==> config.mk <==
export PLATFORM = sky130hd
export DESIGN_NAME = sap_cpu_core
export DESIGN_NICKNAME = d
export VERILOG_FILES = /design/src/rtl/sap_cpu_core.sv
export SDC_FILE = /design/constraint.sdc
export NUM_CORES = 1
export LEC_CHECK = 0
export CAP_MARGIN = 20
export CORE_UTILIZATION = 30
export CTS_BUF_LIST = sky130_fd_sc_hd__clkbuf_16
export DETAILED_ROUTE_END_ITERATION = 10
export PLACE_DENSITY_LB_ADDON = 0.3
export SLEW_MARGIN = 30
export SYNTH_ARGS = -nofsm -noshare
export SYNTH_HDL_FRONTEND = slang
export SYNTH_SLANG_ARGS = --single-unit
export TNS_END_PERCENT = 5
==> constraint.sdc <==
create_clock -name clk -period 3.7 [get_ports clk]
set_input_delay 0.555 -clock clk [delete_from_list [all_inputs] [get_ports clk]]
set_output_delay 0.555 -clock clk [all_outputs]
set_load 0.1 [all_outputs]
==> src/rtl/sap_cpu_core.sv <==
// Parametrised SAP-1 style accumulator CPU: multi-cycle fetch/execute over a
// unified program/data register memory, with host program load and run/halt handshake.
module sap_cpu_core #(
  parameter int DATA_W = 8,
  parameter int ADDR_W = 4
) (
  input  logic              clk,
  input  logic              rst_n,
  input  logic              run,
  input  logic              prog_we,
  input  logic [ADDR_W-1:0] prog_addr,
  input  logic [DATA_W-1:0] prog_wdata,
  output logic [DATA_W-1:0] out_data,
  output logic              out_valid,
  output logic              halted,
  output logic [ADDR_W-1:0] pc
);

  typedef enum logic [2:0] {
    S_HALT = 3'd0,
    S_F1   = 3'd1,
    S_F2   = 3'd2,
    S_E1   = 3'd3,
    S_E2   = 3'd4,
    S_E3   = 3'd5
  } state_t;

  localparam logic [3:0] OP_LDA = 4'h1;
  localparam logic [3:0] OP_ADD = 4'h2;
  localparam logic [3:0] OP_SUB = 4'h3;
  localparam logic [3:0] OP_STA = 4'h4;
  localparam logic [3:0] OP_LDI = 4'h5;
  localparam logic [3:0] OP_JMP = 4'h6;
  localparam logic [3:0] OP_JC  = 4'h7;
  localparam logic [3:0] OP_JZ  = 4'h8;
  localparam logic [3:0] OP_OUT = 4'hE;
  localparam logic [3:0] OP_HLT = 4'hF;

  state_t            state_r, state_nxt_s;
  logic [DATA_W-1:0] mem_r [2**ADDR_W];
  logic [ADDR_W-1:0] pc_r, mar_r, ir_arg_r;
  logic [3:0]        ir_op_r;
  logic [DATA_W-1:0] a_r, b_r, out_data_r;
  logic              c_r, z_r, out_valid_r, halted_r;

  logic              pc_clr_s, pc_inc_s, pc_ld_s, mar_pc_s, mar_op_s, ir_ld_s;
  logic              a_mem_s, a_imm_s, a_alu_s, b_ld_s, flags_clr_s, flags_ld_s;
  logic              out_ld_s, mem_we_s, sub_s;
  logic [DATA_W-1:0] mem_rd_s, alu_b_s;
  logic [DATA_W:0]   alu_sum_s;

  assign mem_rd_s  = mem_r[mar_r];
  // SUB is A + ~B + 1, so the carry-out reads as "no borrow".
  assign sub_s     = (ir_op_r == OP_SUB);
  assign alu_b_s   = sub_s ? ~b_r : b_r;
  assign alu_sum_s = {1'b0, a_r} + {1'b0, alu_b_s} + (DATA_W+1)'(sub_s);

  assign out_data  = out_data_r;
  assign out_valid = out_valid_r;
  assign halted    = halted_r;
  assign pc        = pc_r;

  // State register
  always_ff @(posedge clk or negedge rst_n) begin
    if (!rst_n) begin
      state_r <= S_HALT;
    end else begin
      state_r <= state_nxt_s;
    end
  end

  // Next-state logic
  always_comb begin
    state_nxt_s = state_r;
    case (state_r)
      S_HALT: begin
        if (run) state_nxt_s = S_F1;
        else     state_nxt_s = S_HALT;
      end
      S_F1: state_nxt_s = S_F2;
      S_F2: state_nxt_s = S_E1;
      S_E1: begin
        case (ir_op_r)
          OP_LDA, OP_ADD, OP_SUB, OP_STA: state_nxt_s = S_E2;
          OP_HLT:                         state_nxt_s = S_HALT;
          default:                        state_nxt_s = S_F1;
        endcase
      end
      S_E2: begin
        if (sub_s || (ir_op_r == OP_ADD)) state_nxt_s = S_E3;
        else                              state_nxt_s = S_F1;
      end
      S_E3:    state_nxt_s = S_F1;
      default: state_nxt_s = S_HALT;
    endcase
  end

  // Control decode per state
  always_comb begin
    pc_clr_s = 1'b0; pc_inc_s = 1'b0; pc_ld_s = 1'b0;
    mar_pc_s = 1'b0; mar_op_s = 1'b0; ir_ld_s = 1'b0;
    a_mem_s = 1'b0; a_imm_s = 1'b0; a_alu_s = 1'b0; b_ld_s = 1'b0;
    flags_clr_s = 1'b0; flags_ld_s = 1'b0; out_ld_s = 1'b0; mem_we_s = 1'b0;
    case (state_r)
      S_HALT: begin
        if (run) begin
          pc_clr_s    = 1'b1;
          flags_clr_s = 1'b1;
        end else begin
          pc_clr_s    = 1'b0;
          flags_clr_s = 1'b0;
        end
      end
      S_F1: mar_pc_s = 1'b1;
      S_F2: begin
        ir_ld_s  = 1'b1;
        pc_inc_s = 1'b1;
      end
      S_E1: begin
        case (ir_op_r)
          OP_LDA, OP_ADD, OP_SUB, OP_STA: mar_op_s = 1'b1;
          OP_LDI:  a_imm_s  = 1'b1;
          OP_JMP:  pc_ld_s  = 1'b1;
          OP_JC:   pc_ld_s  = c_r;
          OP_JZ:   pc_ld_s  = z_r;
          OP_OUT:  out_ld_s = 1'b1;
          default: out_ld_s = 1'b0;
        endcase
      end
      S_E2: begin
        case (ir_op_r)
          OP_LDA:         a_mem_s  = 1'b1;
          OP_STA:         mem_we_s = 1'b1;
          OP_ADD, OP_SUB: b_ld_s   = 1'b1;
          default:        b_ld_s   = 1'b0;
        endcase
      end
      S_E3: begin
        a_alu_s    = 1'b1;
        flags_ld_s = 1'b1;
      end
      default: a_alu_s = 1'b0;
    endcase
  end

  // Datapath registers and registered outputs
  always_ff @(posedge clk or negedge rst_n) begin
    if (!rst_n) begin
      pc_r        <= '0;
      mar_r       <= '0;
      ir_op_r     <= 4'h0;
      ir_arg_r    <= '0;
      a_r         <= '0;
      b_r         <= '0;
      c_r         <= 1'b0;
      z_r         <= 1'b0;
      out_data_r  <= '0;
      out_valid_r <= 1'b0;
      halted_r    <= 1'b1;
    end else begin
      if (pc_clr_s)      pc_r <= '0;
      else if (pc_ld_s)  pc_r <= ir_arg_r;
      else if (pc_inc_s) pc_r <= pc_r + ADDR_W'(1);
      if (mar_pc_s)      mar_r <= pc_r;
      else if (mar_op_s) mar_r <= ir_arg_r;
      if (ir_ld_s) begin
        ir_op_r  <= mem_rd_s[DATA_W-1 -: 4];
        ir_arg_r <= mem_rd_s[ADDR_W-1:0];
      end
      if (a_mem_s)      a_r <= mem_rd_s;
      else if (a_imm_s) a_r <= DATA_W'(ir_arg_r);
      else if (a_alu_s) a_r <= alu_sum_s[DATA_W-1:0];
      if (b_ld_s) b_r <= mem_rd_s;
      if (flags_clr_s) begin
        c_r <= 1'b0;
        z_r <= 1'b0;
      end else if (flags_ld_s) begin
        c_r <= alu_sum_s[DATA_W];
        z_r <= (alu_sum_s[DATA_W-1:0] == '0);
      end
      if (out_ld_s) out_data_r <= a_r;
      out_valid_r <= out_ld_s;
      halted_r    <= (state_nxt_s == S_HALT);
    end
  end

  // Unified memory: host writes only while halted; contents deliberately survive reset
  always_ff @(posedge clk) begin
    if (prog_we && (state_r == S_HALT)) begin
      mem_r[prog_addr] <= prog_wdata;
    end else if (mem_we_s) begin
      mem_r[mar_r] <= a_r;
    end
  end

endmodule

# [Yosys cells after proc, flatten, opt, wreduce, memory -nomap -nowiden]
# Memory sizes are Yosys's and may differ from the RTL's.
# Index checks and enable logic that the tools add are counted.
[classes] add_sub_neg=3 n_eq_ne=15 mux=44 n_bitwise=1 n_reduce_logical=12
[op_table] cell="$mux 8" count=5
[op_table] cell="$mux 1" count=29
[op_table] cell="$mux 4" count=6
[op_table] cell="$pmux 3 s6" count=1
[op_table] cell="$eq 4x3->1 const B" count=4
[op_table] cell="$eq 4x4->1 const B" count=3
[op_table] cell="$add 8x8->9" count=1
[op_table] cell="$add 9x1->9" count=1
[op_table] cell="$eq 4x2->1 const B" count=2
[op_table] cell="$logic_not 8->1" count=1
[op_table] cell="$not 8->8" count=1
[op_table] cell="$reduce_or 8->1" count=1
[op_table] cell="$eq 3x2->1 const B" count=2
[op_table] cell="$eq 3x3->1 const B" count=2
[op_table] cell="$logic_not 3->1" count=2
[op_table] cell="$pmux 3 s2" count=1
[op_table] cell="$reduce_bool 3->1" count=2
[op_table] cell="$add 4x1->4 const B" count=1
[op_table] cell="$eq 4x1->1 const B" count=1
[op_table] cell="$reduce_bool 2->1" count=2
[op_table] cell="$reduce_or 4->1" count=1
[op_table] cell="$eq 3x1->1 const B" count=1
[op_table] cell="$mux 3" count=1
[op_table] cell="$pmux 1 s3" count=1
[op_table] cell="other kinds (3)" count=3
[totals] register_bits=47 ramBits=128 inputBits=16 memories=1
[mem_list] name="mem_r" words=16 width=8 read_ports=1 rd_clocked_by_memory_dff=0 write_ports=1 line_no="40" source="logic [DATA_W-1:0] mem_r [2**ADDR_W];"

# [Longest topological paths before layout]
[depth] depth_word=8 depth_mapped=11 mapped_depth_nobuf=8

# [Worst setup path before layout]
# OpenSTA, ideal clock, no wires.
[synth_timing] path_type="flip-flop to flip-flop" start="register ir_op_r[1]" end="register a_r[7]" setup_ps=126 arrival_time_ps=2570 t_required_ps=3574 setup_slack_ps=1004 stages_incl_launch_ff=11 path_buffers=2 period_less_slack_ps=2696 path_cell_list="dfrtp_1 clkbuf_1 nor4bb_1 buf_4 xor2_1 ha_1 and4_1 a211o_1 a22oi_2 xnor2_1 a221o_1"
[synth_via] elab_chain_cells=7 word_cells_on_any_way=14 classes_between="add/sub: 2; eq/ne: 3; mux: 8; reduce/logical: 1"
[synth_rtl] element="start: declaration" line_no="42" source="logic [3:0] ir_op_r;"
[synth_rtl] element="start signal: assignment" line_no="167" source="ir_op_r <= mem_rd_s[DATA_W-1 -: 4];"
[synth_rtl] element="$eq 4x2->1" line_no="54" source="assign sub_s = (ir_op_r == OP_SUB);"
[synth_rtl] element="$mux 8" line_no="55" source="assign alu_b_s = sub_s ? ~b_r : b_r;"
[synth_rtl] element="$add 8x8->9" line_no="56" source="assign alu_sum_s = {1'b0, a_r} + {1'b0, alu_b_s} + (DATA_W+1)'(sub_s);"
[synth_rtl] element="$add 9x1->9" line_no="56"
[synth_rtl] element="$mux 8" line_no="172" source="else if (a_alu_s) a_r <= alu_sum_s[DATA_W-1:0];"
[synth_rtl] element="$mux 8" line_no="171" source="else if (a_imm_s) a_r <= DATA_W'(ir_arg_r);"
[synth_rtl] element="$mux 8" line_no="170" source="if (a_mem_s) a_r <= mem_rd_s;"
[synth_rtl] element="end signal: assignment" line_no="170"
[synth_rtl] element="end signal: assignment" line_no="171"
[synth_rtl] element="end signal: assignment" line_no="172"
[synth_rtl] element="end: declaration" line_no="43" source="logic [DATA_W-1:0] a_r, b_r, out_data_r;"
# Parallel ways exist; a longest one is shown, timed or not. The select of a mux whose other input is x is not followed.
# A chain may end at the register's enable or synchronous reset.

# [Worst setup path in the final report]
[layout_timing] start="register ir_op_r[2]" end="register a_r[6]"
# Same word-level chain as after synthesis.

==> out/metrics.cfg <==
[critical_path]
crit_type = flip-flop to flip-flop
crit_required_ns = 4.07
slowest_stage = fa_1
worstPathArrival_ns = 3.41
critPathMaxStageDelay_ns = 0.49
crit_top_cell = a211oi_1
cp_cell_sequence = nor4bb_2 -> xor2_1 -> fa_1 -> a211oi_1 -> o21ai_0 -> a211oi_1 -> mux2_2 -> a22o_1
critPathMaxFanout = 9
end_kind = flip-flop
start_kind = flip-flop

[floorplan]
chipWidth_um = 163
rows = 58
io_pins = 30
core-area_um2 = 25300
die_h_um = 163
initial_utilization_pct = 30.7
die_area_um2 = 26600

[cts]
post_cts_buffers = 0
hold_buffers = 0
numCtsBuffers = 17
clk_path_buf_depth = 2
cts-root-buf = clkbuf_16
cts.sinks = 175
insertion_delay_ns = 0.43
htree_levels = 4
tritoncts = built
post_cts_resized = 0
path_clk_slew_ns = 0.07

[routing]
drtAntennaViolNets = 0
drt-total-wl_um = 17000
drcViolationCount = 0
drtPass1Iterations = 5
viasPerCell = 4.99
vias = 4323
drt-wirelength-per-cell_um = 19.6
drt_iter0_drc = 284

[yosys]
yosysSeqAreaShare_pct = 64.6
yosys.area.top_type = edfxtp_1
synthCells = 476
synth.avg_cell_area_um2 = 16.3
synth_warnings = 0
synth_cell_types = 51
ys_async_sr_fraction_pct = 26.9
synth-edff-count = 128
synth.most_common_cell = edfxtp_1
syn-cell-area_um2 = 7770
synth_top_area_share_pct = 49.5
yosys-top-cells-count = edfxtp_1 (128), dfrtp_1 (46), nor2_1 (41), mux4_2 (36), mux2_2 (34)
synth_area_leaders = edfxtp_1 (49%), dfrtp_1 (15%), mux4_2 (10%), mux2_2 (4.9%), nor2_1 (2.0%)
ys_seq_elements = 175
synth_ff_type = edfxtp_1
syn_nets = 503

[global_routing]
grt_usage_pct = 13.8
grt_pass1_vias = 4454
grt_pass1_wl_um = 26700
antenna_found_initial = 0
grt_max_degree = 48
grt-ovfl-total = 0

[cells_and_area]
drive_gt1_share_pct = 25.2
area_growth_pct = 17.0
layout.nets = 550
stdcell_count = 866
diodes = 0

[sta]
slew_viol_final = 0
timing.fmax_mhz = 329
setup_viol = 0
setup_tns_ns = 0
finClkSkew_ns = 0.0129
hold_violations = 0
finalCritPeriodShare_pct = 82.0
period_minus_slack_ns = 3.04
worstMarginPinSlew_ns = 0.987
max_slew_margin_pct = 34.0
rsz0062_at_grt = false

[placement]
io_buffers = 29
gp_congestion = 0.874
dp_hpwl_um = 12100
placed_cells = 834

[power]
powerDensity_nw_per_um2 = 743
vdd_drop_max_v = 0.000323
power_mw = 6.75
p_leak_nw = 3.22

[job]
cap_violations = 0

[min_path]
holdCritPathClass = input port to async pin

[run_status]
outcome = complete, no violations

-- registers in the layout, indices dropped and copies added (netlist names), 3 cells and up --
name	count
out_data	8
state_r	3
ir_op_r	4
mar_r	4
ir_arg_r	4
b_r	8
mem_r	128
a_r	8
pc	4
-- cell families (layout without fill, tap and decap cells) --
logic type | after synthesis | count (layout) | share of synthesized area [%]
compound gates | 53 | 53 | 4.59
xor+xnor | 19 | 19 | 2.14
fa+ha+maj | 11 | 11 | 1.87
buf+inv | 26 | 86 | 2.09
flops | 175 | 175 | 64.6
mux | 81 | 81 | 17.6
simple gates | 111 | 111 | 7.10
-- area by class of cell --
class,count,area (um2)
Clock buffer,17,425
Clock inverter,15,144
Fill cell,2377,16200
Inverter,4,15.0
Multi-Input combinational cell,275,2610
Sequential cell,175,5020
Tap cell,330,413
Timing Repair Buffer,50,458
-- worst max-delay path, delay by kind of cell (launching register included) --
kind | cells | cell delay, ns
compound gates | 4 | 1.07
flops | 1 | 0.48
xor+xnor | 1 | 0.21
simple gates | 1 | 0.48
mux | 1 | 0.23
fa+ha+maj | 1 | 0.49
-- final timing paths --
kind | cells past startpoint | to | startpoint | slack (ns)
setup / recovery | 8 | a_r[6]$_DFFE_PN0P_ | ir_op_r[2]$_DFFE_PN0P_ | 0.66
hold / removal | 1 | out_data[5]$_DFFE_PN0P_ | rst_n | 0.13
setup reg to reg | 8 | a_r[6]$_DFFE_PN0P_ | ir_op_r[2]$_DFFE_PN0P_ | 0.66
hold reg to reg | 1 | out_data[7]$_DFFE_PN0P_ | out_data[7]$_DFFE_PN0P_ | 0.51
max in group asynchronous | 1 | mar_r[0]$_DFFE_PN0P_ | rst_n | 3.11
min in group clk | 1 | out_data[7]$_DFFE_PN0P_ | out_data[7]$_DFFE_PN0P_ | 0.51
-- metal layers --
layer	track usage [%]	wire, um	vias up
met1	18.2	7380	2230
met4	4.08	208	0
met2	22.5	8330	106
met5	0	0	-
li1	-	-	1967
met3	3.13	1100	20
-- cell usage in the layout, fill, tap and decap left out, drive strengths merged, types with 7 or more instances in the layout --
| cell | Yosys | layout |
|---|---|---|
| clkdlybuf4s50 | 0 | 28 |
| nand2 | 23 | 23 |
| nor2 | 41 | 41 |
| clkbuf | 13 | 17 |
| xnor2 | 7 | 7 |
| mux2 | 34 | 34 |
| edfxtp | 128 | 128 |
| inv | 4 | 13 |
| xor2 | 12 | 12 |
| mux2i | 7 | 7 |
| buf | 9 | 22 |
| dfrtp | 46 | 46 |
| o21ai | 16 | 16 |
| nor3 | 10 | 10 |
| a21oi | 8 | 8 |
| ha | 10 | 10 |
| mux4 | 40 | 40 |
-- metrics by stage --
step                      util [%]  hold slack [ns]  cell area [um2]  worst slack, ns
after floorplan                  -            0.259             7770             1.00
after global placement        33.6            0.490             8510            0.814
after detailed placement      33.6            0.498             8510            0.693
after CTS                     35.9            0.146             9080            0.672
after global routing          35.9            0.171             9090            0.418
final                         35.9            0.126             9090            0.664
-- power by group --
group	switching [mW]	leakage, nW	internal, mW
registers	0.364	1.76	2.34
clock network	0.828	0.284	0.895
logic	1.31	1.17	1.01
total	2.50	3.22	4.25
(Power assumes the default switching activity.)
